## src/rtl/fv_if_fetch_frontend_pkg.sv

```systemverilog
// -----------------------------------------------------------------------------
// fv_if_fetch_frontend_pkg
// Shared definitions for the FV instruction-fetch frontend: default widths,
// the fetch FSM state type and the buffered fetch entry record.
// -----------------------------------------------------------------------------
package fv_if_fetch_frontend_pkg;

  localparam int FV_INSTR_WIDTH            = 32;
  localparam int FV_INSTR_ADDR_WIDTH       = 32;
  localparam int FV_IF_MAX_INSTR_PER_CYCLE = 2;
  localparam int FV_IF_FIFO_DEPTH          = 4;

  typedef enum logic [1:0] {
    BOOT  = 2'd0,
    FETCH = 2'd1,
    FLUSH = 2'd2
  } fetch_state_e;

  // Default-width entry; modules with overridden widths build an equivalent
  // locally and hand it to the FIFO as a type parameter.
  typedef struct packed {
    logic [FV_INSTR_WIDTH-1:0]      instr;
    logic [FV_INSTR_ADDR_WIDTH-1:0] pc;
  } fetch_entry_t;

  // Pointer width that stays legal for a single-entry FIFO.
  function automatic int ptr_width(input int depth);
    return (depth > 1) ? $clog2(depth) : 1;
  endfunction

endpackage : fv_if_fetch_frontend_pkg

```

## src/rtl/fv_if_fetch_fifo.sv

```systemverilog
// -----------------------------------------------------------------------------
// fv_if_fetch_fifo
// In-order FIFO accepting up to N entries per cycle (lanes 0..i_wr_cnt-1,
// written in lane order) and releasing at most one per cycle. A flush empties
// it and overrides any same-cycle write or read.
//
// Ports
//   clk, reset_   clock, asynchronous active-low reset
//   i_flush       drop all entries (wins over write and read)
//   i_wr_cnt      number of lanes of i_wr_data to enqueue (0..N)
//   i_wr_data     lane data, lane 0 enqueued first
//   i_rd_en       pop the head entry (ignored when empty)
//   o_rd_data     head entry (only meaningful while o_count != 0)
//   o_count       current number of stored entries
// -----------------------------------------------------------------------------
module fv_if_fetch_fifo
  import fv_if_fetch_frontend_pkg::*;
#(
  parameter int  DEPTH   = FV_IF_FIFO_DEPTH,
  parameter int  N       = FV_IF_MAX_INSTR_PER_CYCLE,
  parameter type entry_t = fetch_entry_t
) (
  input  logic                     clk,
  input  logic                     reset_,
  input  logic                     i_flush,
  input  logic [$clog2(N+1)-1:0]   i_wr_cnt,
  input  entry_t [N-1:0]           i_wr_data,
  input  logic                     i_rd_en,
  output entry_t                   o_rd_data,
  output logic [$clog2(DEPTH):0]   o_count
);

  localparam int CW = $clog2(DEPTH) + 1;
  localparam int PW = ptr_width(DEPTH);
  localparam int KW = $clog2(N + 1);

  entry_t          r_mem [DEPTH];
  logic [PW-1:0]   r_wptr;
  logic [PW-1:0]   r_rptr;
  logic [CW-1:0]   r_count;
  logic            w_rd;

  assign w_rd = i_rd_en & (r_count != '0);

  // NOTE: storage has no reset; the count alone defines which slots are live,
  // and the consumer masks the head while the FIFO is empty.
  always_ff @(posedge clk) begin
    if (!i_flush) begin
      for (int i = 0; i < N; i++) begin
        if (KW'(i) < i_wr_cnt) begin
          r_mem[PW'((32'(r_wptr) + 32'(i)) % DEPTH)] <= i_wr_data[i];
        end
      end
    end
  end

  // NOTE: state registers use non-blocking assignment so every flop samples
  // pre-edge values regardless of block ordering.
  always_ff @(posedge clk or negedge reset_) begin
    if (!reset_) begin
      r_wptr  <= '0;
      r_rptr  <= '0;
      r_count <= '0;
    end else if (i_flush) begin
      r_wptr  <= '0;
      r_rptr  <= '0;
      r_count <= '0;
    end else begin
      r_wptr  <= PW'((32'(r_wptr) + 32'(i_wr_cnt)) % DEPTH);
      if (w_rd) begin
        r_rptr <= PW'((32'(r_rptr) + 32'd1) % DEPTH);
      end
      r_count <= r_count + CW'(i_wr_cnt) - CW'(w_rd);
    end
  end

  assign o_rd_data = r_mem[r_rptr];
  assign o_count   = r_count;

endmodule : fv_if_fetch_fifo

```

## src/rtl/fv_if_fetch_frontend.sv

```systemverilog
// -----------------------------------------------------------------------------
// fv_if_fetch_frontend
// DUT-side instruction-fetch frontend for the FV core fetch interface. Issues
// fetch requests, compacts the granted response lanes into an in-order FIFO
// with generated PCs, and presents one instruction per cycle to EX. Handles
// stall, kill/redirect flushes and flags malformed responses.
//
// Ports
//   clk, reset_                 clock, asynchronous active-low reset
//   fetch_req / fetch_addr      request and byte address of lane 1
//   fetch_grant                 request accepted, response lanes valid now
//   rsp_valid/rsp_instr/rsp_pc  per-lane valid and instruction, PC of lane 1
//   stall                       blocks new requests (dequeue continues)
//   redirect_valid/redirect_pc  kill: flush everything, refetch at new PC
//   out_valid/out_instr/out_pc  head instruction toward EX
//   out_ready                   EX consumes the head this cycle
//   occupancy                   FIFO entry count
//   protocol_err                sticky malformed-response flag
// -----------------------------------------------------------------------------
module fv_if_fetch_frontend
  import fv_if_fetch_frontend_pkg::*;
#(
  parameter int INSTR_WIDTH          = FV_INSTR_WIDTH,
  parameter int ADDR_WIDTH           = FV_INSTR_ADDR_WIDTH,
  parameter int MAX_INSTR_PER_CYCLE  = FV_IF_MAX_INSTR_PER_CYCLE,
  parameter int DEPTH                = FV_IF_FIFO_DEPTH,
  parameter logic [ADDR_WIDTH-1:0] RESET_PC = '0
) (
  input  logic                                       clk,
  input  logic                                       reset_,
  output logic                                       fetch_req,
  output logic [ADDR_WIDTH-1:0]                      fetch_addr,
  input  logic                                       fetch_grant,
  input  logic [MAX_INSTR_PER_CYCLE-1:0]             rsp_valid,
  input  logic [MAX_INSTR_PER_CYCLE*INSTR_WIDTH-1:0] rsp_instr,
  input  logic [ADDR_WIDTH-1:0]                      rsp_pc,
  input  logic                                       stall,
  input  logic                                       redirect_valid,
  input  logic [ADDR_WIDTH-1:0]                      redirect_pc,
  output logic                                       out_valid,
  output logic [INSTR_WIDTH-1:0]                     out_instr,
  output logic [ADDR_WIDTH-1:0]                      out_pc,
  input  logic                                       out_ready,
  output logic [$clog2(DEPTH):0]                     occupancy,
  output logic                                       protocol_err
);

  localparam int N  = MAX_INSTR_PER_CYCLE;
  localparam int CW = $clog2(DEPTH) + 1;
  localparam int KW = $clog2(N + 1);

  typedef struct packed {
    logic [INSTR_WIDTH-1:0] instr;
    logic [ADDR_WIDTH-1:0]  pc;
  } lane_entry_t;

  fetch_state_e           r_state;
  fetch_state_e           w_state_nxt;
  logic [ADDR_WIDTH-1:0]  r_fetch_addr;
  logic                   r_protocol_err;

  logic                   w_room;
  logic                   w_accept;
  logic                   w_deq;
  logic [KW-1:0]          w_k;
  logic                   w_gap;
  logic                   w_pc_mismatch;
  logic [KW-1:0]          w_wr_cnt;
  lane_entry_t [N-1:0]    w_lanes;
  lane_entry_t            w_head;
  logic [CW-1:0]          w_count;

  // Only request when a full N-lane response is guaranteed to fit, judged on
  // the pre-dequeue count so the FIFO can never be overrun.
  assign w_room    = (CW'(DEPTH) - w_count) >= CW'(N);
  assign fetch_req = (r_state == FETCH) & ~stall & ~redirect_valid & w_room;
  assign w_accept  = fetch_req & fetch_grant;

  // Lane compaction: k counts valid lanes contiguous from lane 1; any valid
  // lane after the first invalid one is a gap and is dropped.
  // NOTE: every combinational output gets a default first so no path through
  // the block leaves it unassigned (which would infer a latch).
  always_comb begin
    logic seen_invalid;
    w_k          = '0;
    w_gap        = 1'b0;
    seen_invalid = 1'b0;
    w_lanes      = '0;
    for (int i = 0; i < N; i++) begin
      w_lanes[i].instr = rsp_instr[i*INSTR_WIDTH +: INSTR_WIDTH];
      w_lanes[i].pc    = r_fetch_addr + (ADDR_WIDTH'(i) << 2);
      if (!rsp_valid[i]) begin
        seen_invalid = 1'b1;
      end else if (seen_invalid) begin
        w_gap = 1'b1;
      end else begin
        w_k = KW'(i + 1);
      end
    end
  end

  // PCs always come from fetch_addr; a disagreeing rsp_pc is only flagged.
  assign w_pc_mismatch = (rsp_pc != r_fetch_addr) && (w_k != '0);
  assign w_wr_cnt      = w_accept ? w_k : '0;
  assign w_deq         = out_valid & out_ready;

  fv_if_fetch_fifo #(
    .DEPTH   (DEPTH),
    .N       (N),
    .entry_t (lane_entry_t)
  ) u_fifo (
    .clk       (clk),
    .reset_    (reset_),
    .i_flush   (redirect_valid),
    .i_wr_cnt  (w_wr_cnt),
    .i_wr_data (w_lanes),
    .i_rd_en   (w_deq),
    .o_rd_data (w_head),
    .o_count   (w_count)
  );

  // BOOT always lasts exactly one cycle; a redirect there still flushes and
  // retargets fetch_addr, but the FSM proceeds straight to FETCH.
  always_comb begin
    w_state_nxt = r_state;
    case (r_state)
      BOOT:    w_state_nxt = FETCH;
      FETCH:   w_state_nxt = redirect_valid ? FLUSH : FETCH;
      FLUSH:   w_state_nxt = redirect_valid ? FLUSH : FETCH;
      default: w_state_nxt = BOOT;
    endcase
  end

  always_ff @(posedge clk or negedge reset_) begin
    if (!reset_) begin
      r_state        <= BOOT;
      r_fetch_addr   <= RESET_PC;
      r_protocol_err <= 1'b0;
    end else begin
      r_state <= w_state_nxt;
      if (redirect_valid) begin
        r_fetch_addr <= redirect_pc;
      end else if (w_accept) begin
        r_fetch_addr <= r_fetch_addr + (ADDR_WIDTH'(w_k) << 2);
      end
      if (w_accept && (w_gap || w_pc_mismatch)) begin
        r_protocol_err <= 1'b1;
      end
    end
  end

  assign fetch_addr   = r_fetch_addr;
  assign occupancy    = w_count;
  assign out_valid    = (w_count != '0);
  // Head storage is unreset, so mask it to zero while nothing is buffered.
  assign out_instr    = out_valid ? w_head.instr : '0;
  assign out_pc       = out_valid ? w_head.pc    : '0;
  assign protocol_err = r_protocol_err;

endmodule : fv_if_fetch_frontend

```

## config.mk

```make
export PLATFORM = sky130hd
export DESIGN_NAME = fv_if_fetch_frontend
export DESIGN_NICKNAME = d
export VERILOG_FILES = /design/src/rtl/fv_if_fetch_frontend_pkg.sv /design/src/rtl/fv_if_fetch_fifo.sv /design/src/rtl/fv_if_fetch_frontend.sv
export SDC_FILE = /design/constraint.sdc
export NUM_CORES = 1
export LEC_CHECK = 0
export ABC_AREA = 1
export CORE_MARGIN = 10
export CORE_UTILIZATION = 29
export CTS_CLUSTER_DIAMETER = 50
export DETAILED_ROUTE_END_ITERATION = 6
export GPL_TIMING_DRIVEN = 0
export PLACE_DENSITY_LB_ADDON = 0.25
export RECOVER_POWER = 50
export SETUP_SLACK_MARGIN = 0.3
export SYNTH_ARGS = -nofsm -noshare
export SYNTH_HDL_FRONTEND = slang
export SYNTH_SLANG_ARGS = --single-unit
export TNS_END_PERCENT = 30
```

## constraint.sdc

```tcl
create_clock -name clk -period 8.8 [get_ports clk]
set_clock_uncertainty 0.2 [all_clocks]
set_input_delay 1.76 -clock clk [delete_from_list [all_inputs] [get_ports clk]]
set_output_delay 1.76 -clock clk [all_outputs]
set_load 0.01 [all_outputs]
```

# Yosys cells after proc, flatten, opt, wreduce, memory -nomap -nowiden
# Memories as Yosys holds them, arrays and structs flattened.
# Cells that the tools add are included.
[classes]
addsub = 8
n_lt_le_gt_ge = 3
n_eq_ne = 3
n_mux = 22
n_bitwise = 8
reduce_logical = 9
[op_table]
columns = ["op", "n"]
rows = [
  ["32-bit 2-to-1 mux", 4],
  ["32-bit by 3-bit adder with 32-bit output (second input constant)", 1],
  ["32-bit by 4-bit adder with 32-bit output", 1],
  ["32-bit inequality test", 1],
  ["2-bit 2-to-1 mux", 7],
  ["1-bit 2-to-1 mux", 9],
  ["1-bit bitwise AND", 6],
  ["2-bit nonzero test", 3],
  ["2-bit by 1-bit adder with 2-bit output (second input constant)", 2],
  ["1-bit by 2-bit < comparator with 1-bit output (first input constant)", 2],
  ["2-bit case mux with 2 select lines", 1],
  ["3-bit by 2-bit adder with 3-bit output", 1],
  ["3-bit by 2-bit >= comparator with 1-bit output (second input constant)", 1],
  ["3-bit 2-to-1 mux", 1],
  ["3-bit nonzero test", 1],
  ["3-bit by 1-bit subtractor with 3-bit output", 1],
  ["3-bit subtractor (first input constant)", 1],
  ["2-bit adder", 1],
  ["2-bit by 1-bit equality test with 1-bit output (second input constant)", 1],
  ["2-bit equality test (second input constant)", 1],
  ["1-bit logical AND", 2],
  ["2-bit logical NOT", 1],
  ["1-bit inverter", 2],
  ["2-bit OR reduction", 1],
  ["1-bit logical OR", 1],
]
[word_totals]
regBits = 42
mem_bits_rw = 256
in_bits = 136
output_inout_bits = 102
wordCells = 60
mem_count = 1
[memory_table]
columns = ["memory", "depth", "word_bits", "read_ports", "rd_clocked_by_memory_dff", "write_ports", "line_no", "rtl"]
rows = [
  ["u_fifo.r_mem", 4, 64, 1, 0, 2, "fv_if_fetch_fifo.sv:37", "entry_t r_mem [DEPTH];"],
]

# Logic depth before layout (Yosys ltp)
[depth]
ltp_word = 10
ltp_mapped = 15

# By module
# From an unflattened synthesis, not the netlist that was laid out.
[unflattened]
hier_cells = 2047
hier_area_um2 = 17997.3
[by_module_without_submodules]
columns = ["module", "n_inst", "cells_each", "area_per_inst_um2", "seq_area_each_um2"]
rows = [
  ["fv_if_fetch_fifo", 1, 1317, 13754.4, 7862.5],
  ["fv_if_fetch_frontend", 1, 730, 4242.8, 875.8],
]

# Worst setup path after synthesis
# No wires, ideal clock.
[synth_path]
kind = "input port to flip-flop"
start = "input redirect_valid"
end = "memory u_fifo.r_mem[3][0] in the netlist's numbering, enable pin"
setup_ns = 0.581
t_arrival_ns = 7.180
setup_slack_ns = 0.838
path_stages = 6
cell_sequence = "buf_6 > nor2_2 > nand2_2 > a31oi_4 > nand2_1 > o31ai_1"
[synth_rtl]
columns = ["element", "line_no", "rtl"]
rows = [
  ["start: declaration", "fv_if_fetch_frontend.sv:38", "input logic redirect_valid,"],
  ["end: declaration", "fv_if_fetch_fifo.sv:37", ""],
]

==> impl_metrics.ini <==
[run_status]
status = finished with violations
violations = max-capacitance violations, max-slew violations

[clock_tree]
cts_made_buffers = 41
cts_tree = built
cts-htree-levels = 2
clk_latency_ps = 550
clkSlewWorstSetupHoldPaths_ps = 60
holdBufCountCts = 0
cts_resized = 0
root_buffer = clkbuf_16
clock_sinks = 298
clk_path_buf_depth = 3
post-cts-setup-buffers = 0

[drt]
viasPerCell = 4.97
firstDrtPassIters = 5
first_iter_violations = 1553
num_vias = 15200
route.detailed.drc = 0
routed_wl_microns = 64400
wl_per_cell_microns = 21.0
drtAntennaViolNets = 0

[grt]
grt-ovfl-total = 0
grt_pass1_wl_microns = 95100
antenna_found_initial = 1
grt_max_degree = 41
grt_pass1_vias = 15000
grtUsageTotal_pct = 18.7

[sta]
tns_ps = 0
finalHoldViolations = 0
clock.fmax_mhz = 169
period_needed_ps = 5910
relSlewSlack_pct = -32.3
rsz0062_at_grt = false
final.setup.worst_slack_ps = 2890
setup_viol = 0
worst_pin_slew_ps = 1980
drv_slew = 34
fin_crit_sh_pct = 67.2

[cells_and_area]
finalNonFillerCells = 3068
drive_above_1_share_pct = 4.41
num-nets-final = 2431
area_delta_synth_final_pct = 28.8
design_area_sq_mm = 0.0212

[power]
total_power_mw = 5.12
p_leak_nw = 7.68
p_per_area_mw_per_mm2 = 241
power_frac_clock_pct = 33.8
power.switching_mw = 1.77
seq_power_share_pct = 32.8
vdd_ir_drop_max_v = 0.000114
swShare_pct = 34.6
cell_internal_pwr_mw = 3.35
power_frac_comb_pct = 33.4

[yosys]
seq_area_frac_synth_pct = 53.1
netlist_instances = 1990
synth_area_per_cell_sq_um = 8.27
ys_seq_elements = 298
ys_warn_count = 0
yosysUniqueCellTypes = 35
syn_nets = 2141
netlist_area_sq_mm = 0.0165

[setup_path]
worst-setup-path-type = input pin to flip-flop
reg2reg_from = u_fifo.o_count[0]
endpoint_kind = flip-flop
crit_arrival_ps = 5940
crit_fanout = 40
startpoint_type = input pin
startpoint = stall
worst_ep_required_time_ps = 8830

[floorplan]
die_h_microns = 258
placement_rows = 87
core_sq_mm = 0.0563
die_w_microns = 258
initial_core_util_pct = 29.3
die_area_sq_mm = 0.0667
ioPinCount = 238

[job]
drv_cap = 1

[placement]
post-place-ws_ps = 3510
gp_congestion = 0.920
place_inst = 2993
place_area_sq_mm = 0.0201
dp_hpwl_microns = 47200
numPortBuffers = 236

[hold_path]
hp-class = flip-flop to flip-flop
hold_start = protocol_err
## power by group through the flow
stage	registers (mW)	clock network, mW	logic, mW
floorplan	1.70	0	0.812
global placement	1.71	0	1.76
detailed placement	1.71	0	1.77
CTS	1.68	1.75	1.78
global route	1.69	1.80	1.88
finish	1.68	1.73	1.71
## cells in the mapped netlist, drive strengths merged
library cell  number  share of area (%)
a31oi              3               0.21
o31ai              1              0.046
o21bai             1              0.046
nand2            488                 11
nand3             71                2.2
clkbuf            67                1.6
o211ai            13               0.59
buf               48                2.0
a21oi             70                2.1
edfxtp           256                 47
clkinv             4              0.091
nand4              3               0.11
xnor2              7               0.37
or2                4               0.15
nor2             332                8.0
dfrtp             42                6.4
inv              134                3.1
ha                13               0.99
fa                 2               0.24
xor2              33                1.8
and3               1              0.038
nor3               9               0.30
o21ai            388                 12
## critical path, stage by stage
cell and delay (ps):
dlygate4sd3_1 550, nor2_2 110, nand2_1 80, a31oi_1 300
nand3_1 310, nor2_1 1010, clkbuf_1 640, inv_1 370
nand2_4 450, buf_16 310
## per-layer routing
layer  global-route usage [%]  up-vias  wire [microns]
li1                         -     7232               -
met1                     24.3     7214           27300
met2                     30.8      689           30200
met3                     4.05      109            5140
met4                     5.69        0            1780
met5                        0        -               0
## stage by stage
stage | hold WS [ps] | util [%]
5_1_grt | 311 | 37.7
3_3_place_gp | 252 | 35.1
3_5_place_dp | 251 | 35.7
6_report | 277 | 37.7
4_1_cts | 281 | 38.2
2_1_floorplan | 300 | -
## worst paths after layout
| path | end | slack (ps) | cells after the start |
|---|---|---|---|
| setup / recovery | u_fifo.r_mem[2][50] | 2890 | 10 |
| hold / removal | protocol_err | 280 | 2 |
| setup reg to reg | u_fifo.r_mem[2][50] | 3930 | 10 |
| hold reg to reg | protocol_err | 280 | 2 |
| max in group asynchronous | fetch_addr[0] | 5140 | 2 |
| min in group asynchronous | u_fifo.r_rptr[0] | 990 | 1 |
## kinds of logic (layout without fill, tap and decap cells)
group	after synthesis	after routing	share of synthesized area [%]
buf+inv	253	574	6.76
xor+xnor	40	40	2.13
compound gates	476	476	14.8
fa+ha+maj	15	15	1.23
simple gates	908	908	22.0
other cells	0	1	0
flops	298	298	53.1
## layout make-up
class	instances	area [sq um]
diodes	1	2.50
plain buffers	115	453
clock buffers	49	1100
clock inverters	25	303
fillers	5778	35100
inverters	138	518
multi-input cells	1439	6550
flip-flops and latches	298	8740
well taps	756	946
repair buffers	247	2610
## cell usage in the layout, fill, tap and decap left out, types with 13 or more instances in the layout
cell             count
nand3_1             71
nand2_1            486
o211ai_1            13
a21oi_1             70
inv_1              132
nor2_1             328
buf_2               13
clkdlybuf4s50_1    196
o21ai_0            377
ha_1                13
xor2_1              33
clkbuf_16           43
dlygate4sd3_1       39
clkbuf_1            98
dfrtp_1             42
edfxtp_1           256
## registers in the layout (all words and copies together), names as in the netlist
signal / cells
u_fifo.r_rptr: 2
u_fifo.o_count: 3
u_fifo.r_wptr: 2
fetch_addr: 32
r_state: 2
u_fifo.r_mem: 256
protocol_err: 1
(Power assumes the default switching activity.)
